==> src/rtl/multiword_add_seq_pkg.sv <==
// Shared types and default sizing for the multi-word sequential adder.
// Holds the control FSM encoding used by multiword_add_seq.
package multiword_add_seq_pkg;

    localparam int unsigned DEF_WIDTH  = 32;
    localparam int unsigned DEF_NWORDS = 4;

    typedef enum logic [1:0] {
        IDLE,
        RUN,
        DONE
    } state_t;

endpackage

==> src/rtl/multiword_add_seq_adder.sv <==
// Single-word adder with carry in/out and signed-overflow flag.
// This is the one shared datapath adder stepped across the operand words.
module multiword_add_seq_adder #(
    parameter int unsigned WIDTH = 32
) (
    input  logic [WIDTH-1:0] a,
    input  logic [WIDTH-1:0] b,
    input  logic             cin,
    output logic [WIDTH-1:0] sum,
    output logic             cout,
    output logic             ovf
);

    logic [WIDTH:0] full;

    assign full = {1'b0, a} + {1'b0, b} + {{WIDTH{1'b0}}, cin};
    assign sum  = full[WIDTH-1:0];
    assign cout = full[WIDTH];
    // Overflow only meaningful on the most significant word; caller decides when to use it.
    assign ovf  = (a[WIDTH-1] == b[WIDTH-1]) && (sum[WIDTH-1] != a[WIDTH-1]);

endmodule

==> src/rtl/multiword_add_seq.sv <==
// Multi-word add/subtract, one WIDTH-bit word per cycle, LSW first.
// Result registers hold the last completed operation until the next one finishes.
module multiword_add_seq
    import multiword_add_seq_pkg::*;
#(
    parameter int unsigned WIDTH  = DEF_WIDTH,
    parameter int unsigned NWORDS = DEF_NWORDS
) (
    input  logic                    clk_i,
    input  logic                    rst_ni,
    input  logic                    req_valid_i,
    output logic                    req_ready_o,
    input  logic                    req_sub_i,
    input  logic [WIDTH*NWORDS-1:0] req_a_i,
    input  logic [WIDTH*NWORDS-1:0] req_b_i,
    output logic                    rsp_valid_o,
    input  logic                    rsp_ready_i,
    output logic [WIDTH*NWORDS-1:0] rsp_sum_o,
    output logic                    rsp_cout_o,
    output logic                    rsp_ovf_o,
    output logic                    busy_o
);

    localparam int unsigned IDXW = $clog2(NWORDS);
    localparam logic [IDXW-1:0] LAST_IDX = IDXW'(NWORDS - 1);

    state_t state_q, state_d;

    logic [NWORDS-1:0][WIDTH-1:0] a_q, b_q, res_q, res_next, rsp_sum_q;
    logic [IDXW-1:0]              idx_q;
    logic                         carry_q;
    logic                         rsp_cout_q, rsp_ovf_q;

    logic [WIDTH-1:0] add_sum;
    logic             add_cout, add_ovf;
    logic             accept, last_word;

    multiword_add_seq_adder #(.WIDTH(WIDTH)) u_adder (
        .a    (a_q[idx_q]),
        .b    (b_q[idx_q]),
        .cin  (carry_q),
        .sum  (add_sum),
        .cout (add_cout),
        .ovf  (add_ovf)
    );

    assign accept    = (state_q == IDLE) && req_valid_i;
    assign last_word = (state_q == RUN) && (idx_q == LAST_IDX);

    always_ff @(posedge clk_i) begin
        if (!rst_ni) begin
            state_q <= IDLE;
        end else begin
            state_q <= state_d;
        end
    end

    always_comb begin
        state_d = state_q;
        case (state_q)
            IDLE:    if (req_valid_i) state_d = RUN;
            RUN:     if (idx_q == LAST_IDX) state_d = DONE;
            DONE:    if (rsp_ready_i) state_d = IDLE;
            default: state_d = IDLE;
        endcase
    end

    // The final word is merged here so the published result updates in one step at DONE entry.
    always_comb begin
        res_next         = res_q;
        res_next[idx_q]  = add_sum;
    end

    always_ff @(posedge clk_i) begin
        if (!rst_ni) begin
            a_q        <= '0;
            b_q        <= '0;
            res_q      <= '0;
            rsp_sum_q  <= '0;
            idx_q      <= '0;
            carry_q    <= 1'b0;
            rsp_cout_q <= 1'b0;
            rsp_ovf_q  <= 1'b0;
        end else if (accept) begin
            a_q     <= req_a_i;
            b_q     <= req_sub_i ? ~req_b_i : req_b_i;
            carry_q <= req_sub_i;
            idx_q   <= '0;
        end else if (state_q == RUN) begin
            res_q   <= res_next;
            carry_q <= add_cout;
            if (last_word) begin
                idx_q      <= '0;
                rsp_sum_q  <= res_next;
                rsp_cout_q <= add_cout;
                rsp_ovf_q  <= add_ovf;
            end else begin
                idx_q <= idx_q + 1'b1;
            end
        end
    end

    assign req_ready_o = (state_q == IDLE);
    assign rsp_valid_o = (state_q == DONE);
    assign busy_o      = (state_q != IDLE);
    assign rsp_sum_o   = rsp_sum_q;
    assign rsp_cout_o  = rsp_cout_q;
    assign rsp_ovf_o   = rsp_ovf_q;

endmodule
==> config.mk <==
export PLATFORM = sky130hd
export DESIGN_NAME = multiword_add_seq
export DESIGN_NICKNAME = d
export VERILOG_FILES = /design/src/rtl/multiword_add_seq_pkg.sv /design/src/rtl/multiword_add_seq_adder.sv /design/src/rtl/multiword_add_seq.sv
export SDC_FILE = /design/constraint.sdc
export NUM_CORES = 1
export LEC_CHECK = 0
export CAP_MARGIN = 10
export CORE_MARGIN = 4
export CORE_UTILIZATION = 30
export DETAILED_ROUTE_END_ITERATION = 8
export PLACE_DENSITY_LB_ADDON = 0.12
export REMOVE_ABC_BUFFERS = 1
export SLEW_MARGIN = 5
export SYNTH_ARGS = -nofsm -noshare
export SYNTH_HDL_FRONTEND = slang
export SYNTH_SLANG_ARGS = --single-unit
==> constraint.sdc <==
create_clock -name clk_i -period 4.87 [get_ports clk_i]
set_input_delay 0.974 -clock clk_i [delete_from_list [all_inputs] [get_ports clk_i]]
set_output_delay 0.974 -clock clk_i [all_outputs]
set_load 0.1 [all_outputs]
==> metrics, run 1 <==
status complete, no violations; register-to-register setup slack around 0.56 ns; IR drop worst, VDD around 0.24 mV; Unique masters post-synth 63; largest net degree at the start of global routing ~140; Syn Area/Cell around 9 um^2; fin util 0.392; post-CTS sizing 0; drt drc 0; worst r2r path cells 11; critical path class flip-flop to flip-flop; Max Buffers Root-to-Sink 3; drt first pass iters 5; Final Hold Vio Count 0; drt wl/cell between 20 and 25 um; Die ar. 80600 um^2; Slew Limit Fails 0; RSZ-0062 raised after global routing false; YS warnings 0; first-pass GRT wire length around 120 mm; routed vias/inst around 5.0; Die Span Y ~280 um; die width 284 um; TritonCTS clock tree done; mapped cell area 22800 um^2; Port Buf Inserts 393; ratio of cells with drive above 1 in the final layout 0.0815; grt total ovfl 0; worst-path fanout max 25; vias in the first global route roughly 19000; # IOs around 390; RD Place Congestion ~0.8; worst hold-check path type flip-flop to flip-flop; commonest non-fill, non-tap cell in the layout nand2_1; clock slew at reported path FFs roughly 0.06 ns; Vias 19078; Synth Register Bits approximately 500; core area ~75000 um^2; Tot Pwr approximately 10 mW; Slew @ Worst Pin between 1 and 1.5 ns; ANT nets after route 0; Slew headroom 0.209; Fin Setup TNS 0 ns; final net count 3065; Gate Count Post-Synth 2490; DRT iter0 DRCs 1097; Final Critical Period approximately 4.3 ns; # setup viols final 0; part of the Yosys area used for sequential elements 0.427; total CTS buffers 56; Clock Skew around 0.025 ns; CTS H-tree lvls 2; crit path to res_q[91]; Critical Path Source Type flip-flop; EDFF count, synth 0; Core Rows 100; Fillers about 7500; Synth Flop Type dfxtp_1; maxcap violations 0; Pleak 12.1 nW; ys async rst share 0; f_max around 230 MHz; reg2reg end res_q[91]; root buf cell clkbuf_16; crit path from idx_q[1]; pwr dens about 340 nW/um^2; Area Overhead vs Synth 28.7%; commonest cells after routing, fill and taps aside 636 x nand2_1, 485 x dfxtp_1, 390 x clkdlybuf4s50_1; Critical Path End Type flip-flop; fin crit share 0.884; drt total wl roughly 77 mm; initial antenna violation count 2; CTS Hold Bufs 0; worst r2r src idx_q[1]; worst path required time about 5.4 ns; Post-DP HPWL about 55 mm; worst skew pair latency a little over 0.6 ns; critical path arrival ~4.8 ns; CTS Sinks slightly below 500; Post-CTS Setup Inserts 0; Initial Utilization 0.305; GRT Total Usage 0.184
-- worst min path at each step --
stage | from | to | slack (ns) | cells past startpoint
final | res_q[24] | res_q[24] | 0.45 | 2
after global routing | res_q[60] | res_q[60] | 0.47 | 2
after CTS | res_q[24] | res_q[24] | 0.46 | 2
after detailed placement | res_q[24] | res_q[24] | 0.45 | 2
after global placement | res_q[24] | res_q[24] | 0.44 | 2
after floorplan | res_q[20] | res_q[20] | 0.43 | 2
-- sequential cells by signal, summed over array words and instances (netlist names) --
name        count
state_q         2
rsp_ovf_o       1
b_q           128
idx_q           2
a_q           128
res_q          96
carry_q         1
rsp_cout_o      1
rsp_sum_o     128
-- layout make-up --
type | count | area, um^2 | area share
diodes | 1 | 2.50 | 0.0000851
clock buffers | 85 | 1660 | 0.0565
clock inverters | 15 | 90.1 | 0.00306
inverters | 6 | 22.5 | 0.000766
multi-input cells | 1776 | 12300 | 0.417
flip-flops and latches | 487 | 9760 | 0.332
well taps | 969 | 1210 | 0.0412
repair buffers | 440 | 4390 | 0.149
-- worst max-delay path, stage by stage (launching register included) --
cell and delay (ns):
dfxtp_4 0.68, buf_4 0.36, mux4_2 0.54, ha_1 0.42, a21oi_1 0.23, o21ai_0 0.14, a41oi_1 0.25, a31oi_1 0.24
a311oi_1 0.37, xor2_1 0.60, o21ai_0 0.18, and2_1 0.19
-- synth_stat cells, drive strengths merged, types with 7 or more instances --
| cell type | number | share of area |
|---|---|---|
| o211a | 168 | 0.074 |
| and2 | 13 | 0.0037 |
| a31oi | 31 | 0.0085 |
| nor2b | 12 | 0.0036 |
| mux4 | 64 | 0.063 |
| nand2 | 638 | 0.10 |
| or3 | 8 | 0.0022 |
| o211ai | 13 | 0.0045 |
| dfxtp | 487 | 0.43 |
| xor2 | 13 | 0.0056 |
| nand3 | 43 | 0.0094 |
| a21o | 14 | 0.0046 |
| and4b | 18 | 0.0079 |
| ha | 35 | 0.019 |
| xnor2 | 144 | 0.056 |
| o21ai | 105 | 0.023 |
| o21a | 7 | 0.0023 |
| mux2i | 58 | 0.025 |
| clkbuf | 196 | 0.032 |
| a21oi | 67 | 0.015 |
| nor2 | 36 | 0.0059 |
| a21boi | 214 | 0.070 |
| nand2b | 9 | 0.0025 |
| buf | 25 | 0.0042 |
-- power by group --
part / internal, mW / switching [mW] / total, mW
registers: 4.18 / 0.107 / 4.28
logic: 0.696 / 0.875 / 1.57
clock network: 2.34 / 1.70 / 4.03
total: 7.21 / 2.68 / 9.89
-- logic make-up after synthesis --
logic type,after synthesis,share of synthesized area
flip-flops,487,0.427
adder cells (fa/ha/maj),37,0.0209
buffers and inverters,227,0.0374
AO/OA/AOI/OAI,652,0.216
multiplexers,122,0.0885
AND/OR/NAND/NOR,808,0.150
XOR/XNOR,157,0.0612
-- per-layer routing --
layer,part of all wire,track usage,vias up,wire (um)
met5,0.00014,0,-,11
met4,0.021,0.0446,2,1580
met3,0.050,0.0337,93,3820
met2,0.48,0.309,443,36600
met1,0.45,0.245,9285,34900
li1,-,-,9255,-
-- through the flow --
step	area (um^2)	cells	hold WS [ns]	setup WS (ns)
2_1_floorplan	22000	2269	0.434	-4.94
3_3_place_gp	27700	3678	0.442	0.565
3_5_place_dp	27700	3678	0.448	0.482
4_1_cts	29400	3778	0.456	0.480
5_1_grt	29400	3779	0.474	0.132
6_report	29400	3779	0.453	0.565
(Power assumes the default switching activity.)
==> run 2: changes to the inputs <==
==> constraint.sdc (replaced) <==
create_clock -name clk_i -period 4.7 [get_ports clk_i]
set_input_delay 0.94 -clock clk_i [delete_from_list [all_inputs] [get_ports clk_i]]
set_output_delay 0.94 -clock clk_i [all_outputs]
set_load 0.1 [all_outputs]
==> metrics, run 2 (synthesis gave the netlist of run 1 again) <==
Final Hold Vio Count 0; drt drc 0; worst-path fanout max 36; first-pass GRT wire length 117 mm; # IOs ~390; WHS between 0.4 and 0.5 ns; worst r2r path cells 11; RSZ-0062 raised after global routing false; dpl cell area 27600 um^2; ANT nets after route 0; post-CTS sizing 0; pwr dens ~350 nW/um^2; drt first pass iters 7; root buf cell clkbuf_16; Area Overhead vs Synth 28.9%; die width 284 um; cell count after placement ~3700; Port Buf Inserts approximately 390; Final Non-Filler Cells 3766; Pleak about 12 nW; Logic pwr share 0.157; Clk network pwr share 0.416; Die ar. between 80000 and 90000 um^2; vias in the first global route roughly 19000; worst skew pair latency 0.61 ns; maxcap violations 0; CP Depth 11; Slew headroom 0.173; CP Cell Sequence buf_12, mux4_2, ha_1, nand2_1, nor4_1, nand3_1, a31oi_1, a2111oi_0, or2_2, xor2_2, o21ai_0; CTS Hold Bufs 0; IR drop worst, VDD between 0.2 and 0.25 mV; Vias 18882; f_max about 240 MHz; status complete, no violations; fin crit share 0.904; GRT Total Usage 0.184; ratio of cells with drive above 1 in the final layout 0.0808; Die Span Y about 280 um; drt wl/cell ~21 um; Net Sw Power approximately 2.8 mW; commonest cells after routing, fill and taps aside 636 x nand2_1, 485 x dfxtp_1, 390 x clkdlybuf4s50_1; worst hold-check path type flip-flop to flip-flop; Sw Share 0.270; # setup viols final 0; DP Worst Slack between 0.4 and 0.5 ns; fin area about 29000 um^2; Final Critical Period ~4.3 ns; number of diodes 0; largest net degree at the start of global routing ~140; commonest non-fill, non-tap cell in the layout nand2_1; WHS Path Cells 2; Critical Path End Type flip-flop; core area between 70000 and 80000 um^2; Core Rows 100; clock slew at reported path FFs 0.06 ns; CTS H-tree lvls 2; Slew @ Worst Pin approximately 1.2 ns; Slew Limit Fails 0; Post-CTS Setup Inserts 0; critical path class flip-flop to flip-flop; Clock Skew ~0.017 ns; total CTS buffers 56; TritonCTS clock tree done; Initial Utilization 0.305; final net count 3059; Critical Path Source Type flip-flop; setup ws final 0.449 ns; fin util 0.393; CTS Sinks between 400 and 500; routed vias/inst about 5; drt total wl just under 80 mm; Post-DP HPWL about 54 mm; Max Buffers Root-to-Sink 3; initial antenna violation count 1; P_int approximately 7.6 mW; Slowest Stage Delay on Critical Path 0.59 ns; DRT iter0 DRCs 1039; Largest delay share family, worst path simple AND/OR/NAND/NOR gates; grt total ovfl 0; Flop pwr share 0.427; critical path arrival 4.72 ns; CP max stage cell mux4_2; worst path bufs/invs 1; RD Place Congestion 0.795; worst path required time slightly above 5 ns
==> run 2: stage by stage <==
stage	total power, mW	TNS (ns)
after CTS	10.5	0
after detailed placement	6.17	0
after global routing	10.8	0
after floorplan	5.45	-1221.47
final	10.4	0
after global placement	6.15	0
==> run 2: worst min-delay path: stages (launching register included) <==
cell      delay, ns
dfxtp_1        0.31
nand2_1        0.05
a21boi_1       0.05
==> run 2: power groups by stage <==
stage	sequential (mW)	clock, mW	combinational, mW
after global routing	4.46	4.61	1.78
final	4.43	4.32	1.63
after CTS	4.43	4.46	1.65
after global placement	4.52	0	1.63
after floorplan	4.50	0	0.947
after detailed placement	4.53	0	1.64
==> run 2: metal layers <==
| metal | track usage | vias to the layer above | share of wire |
|---|---|---|---|
| li1 | - | 9228 | - |
| met1 | 0.246 | 9146 | 0.46 |
| met2 | 0.314 | 429 | 0.48 |
| met3 | 0.0300 | 79 | 0.045 |
| met4 | 0.0423 | 0 | 0.019 |
| met5 | 0 | - | 0 |
==> run 2: final cells by class <==
type / instances / area (um^2)
Clock buffer: 77 / 1650
Clock inverter: 17 / 150
Tap cell: 969 / 1210
Fill cell: 7476 / 45500
Timing Repair Buffer: 434 / 4380
Inverter: 6 / 22.5
Multi-Input combinational cell: 1776 / 12300
Sequential cell: 487 / 9760
==> run 2: path summary, 6_finish.rpt <==
path                  start   endpoint  slack (ns)
setup / recovery   idx_q[1]  res_q[95]        0.45
hold / removal    res_q[24]  res_q[24]        0.46
setup reg to reg   idx_q[1]  res_q[95]        0.45
hold reg to reg   res_q[24]  res_q[24]        0.46
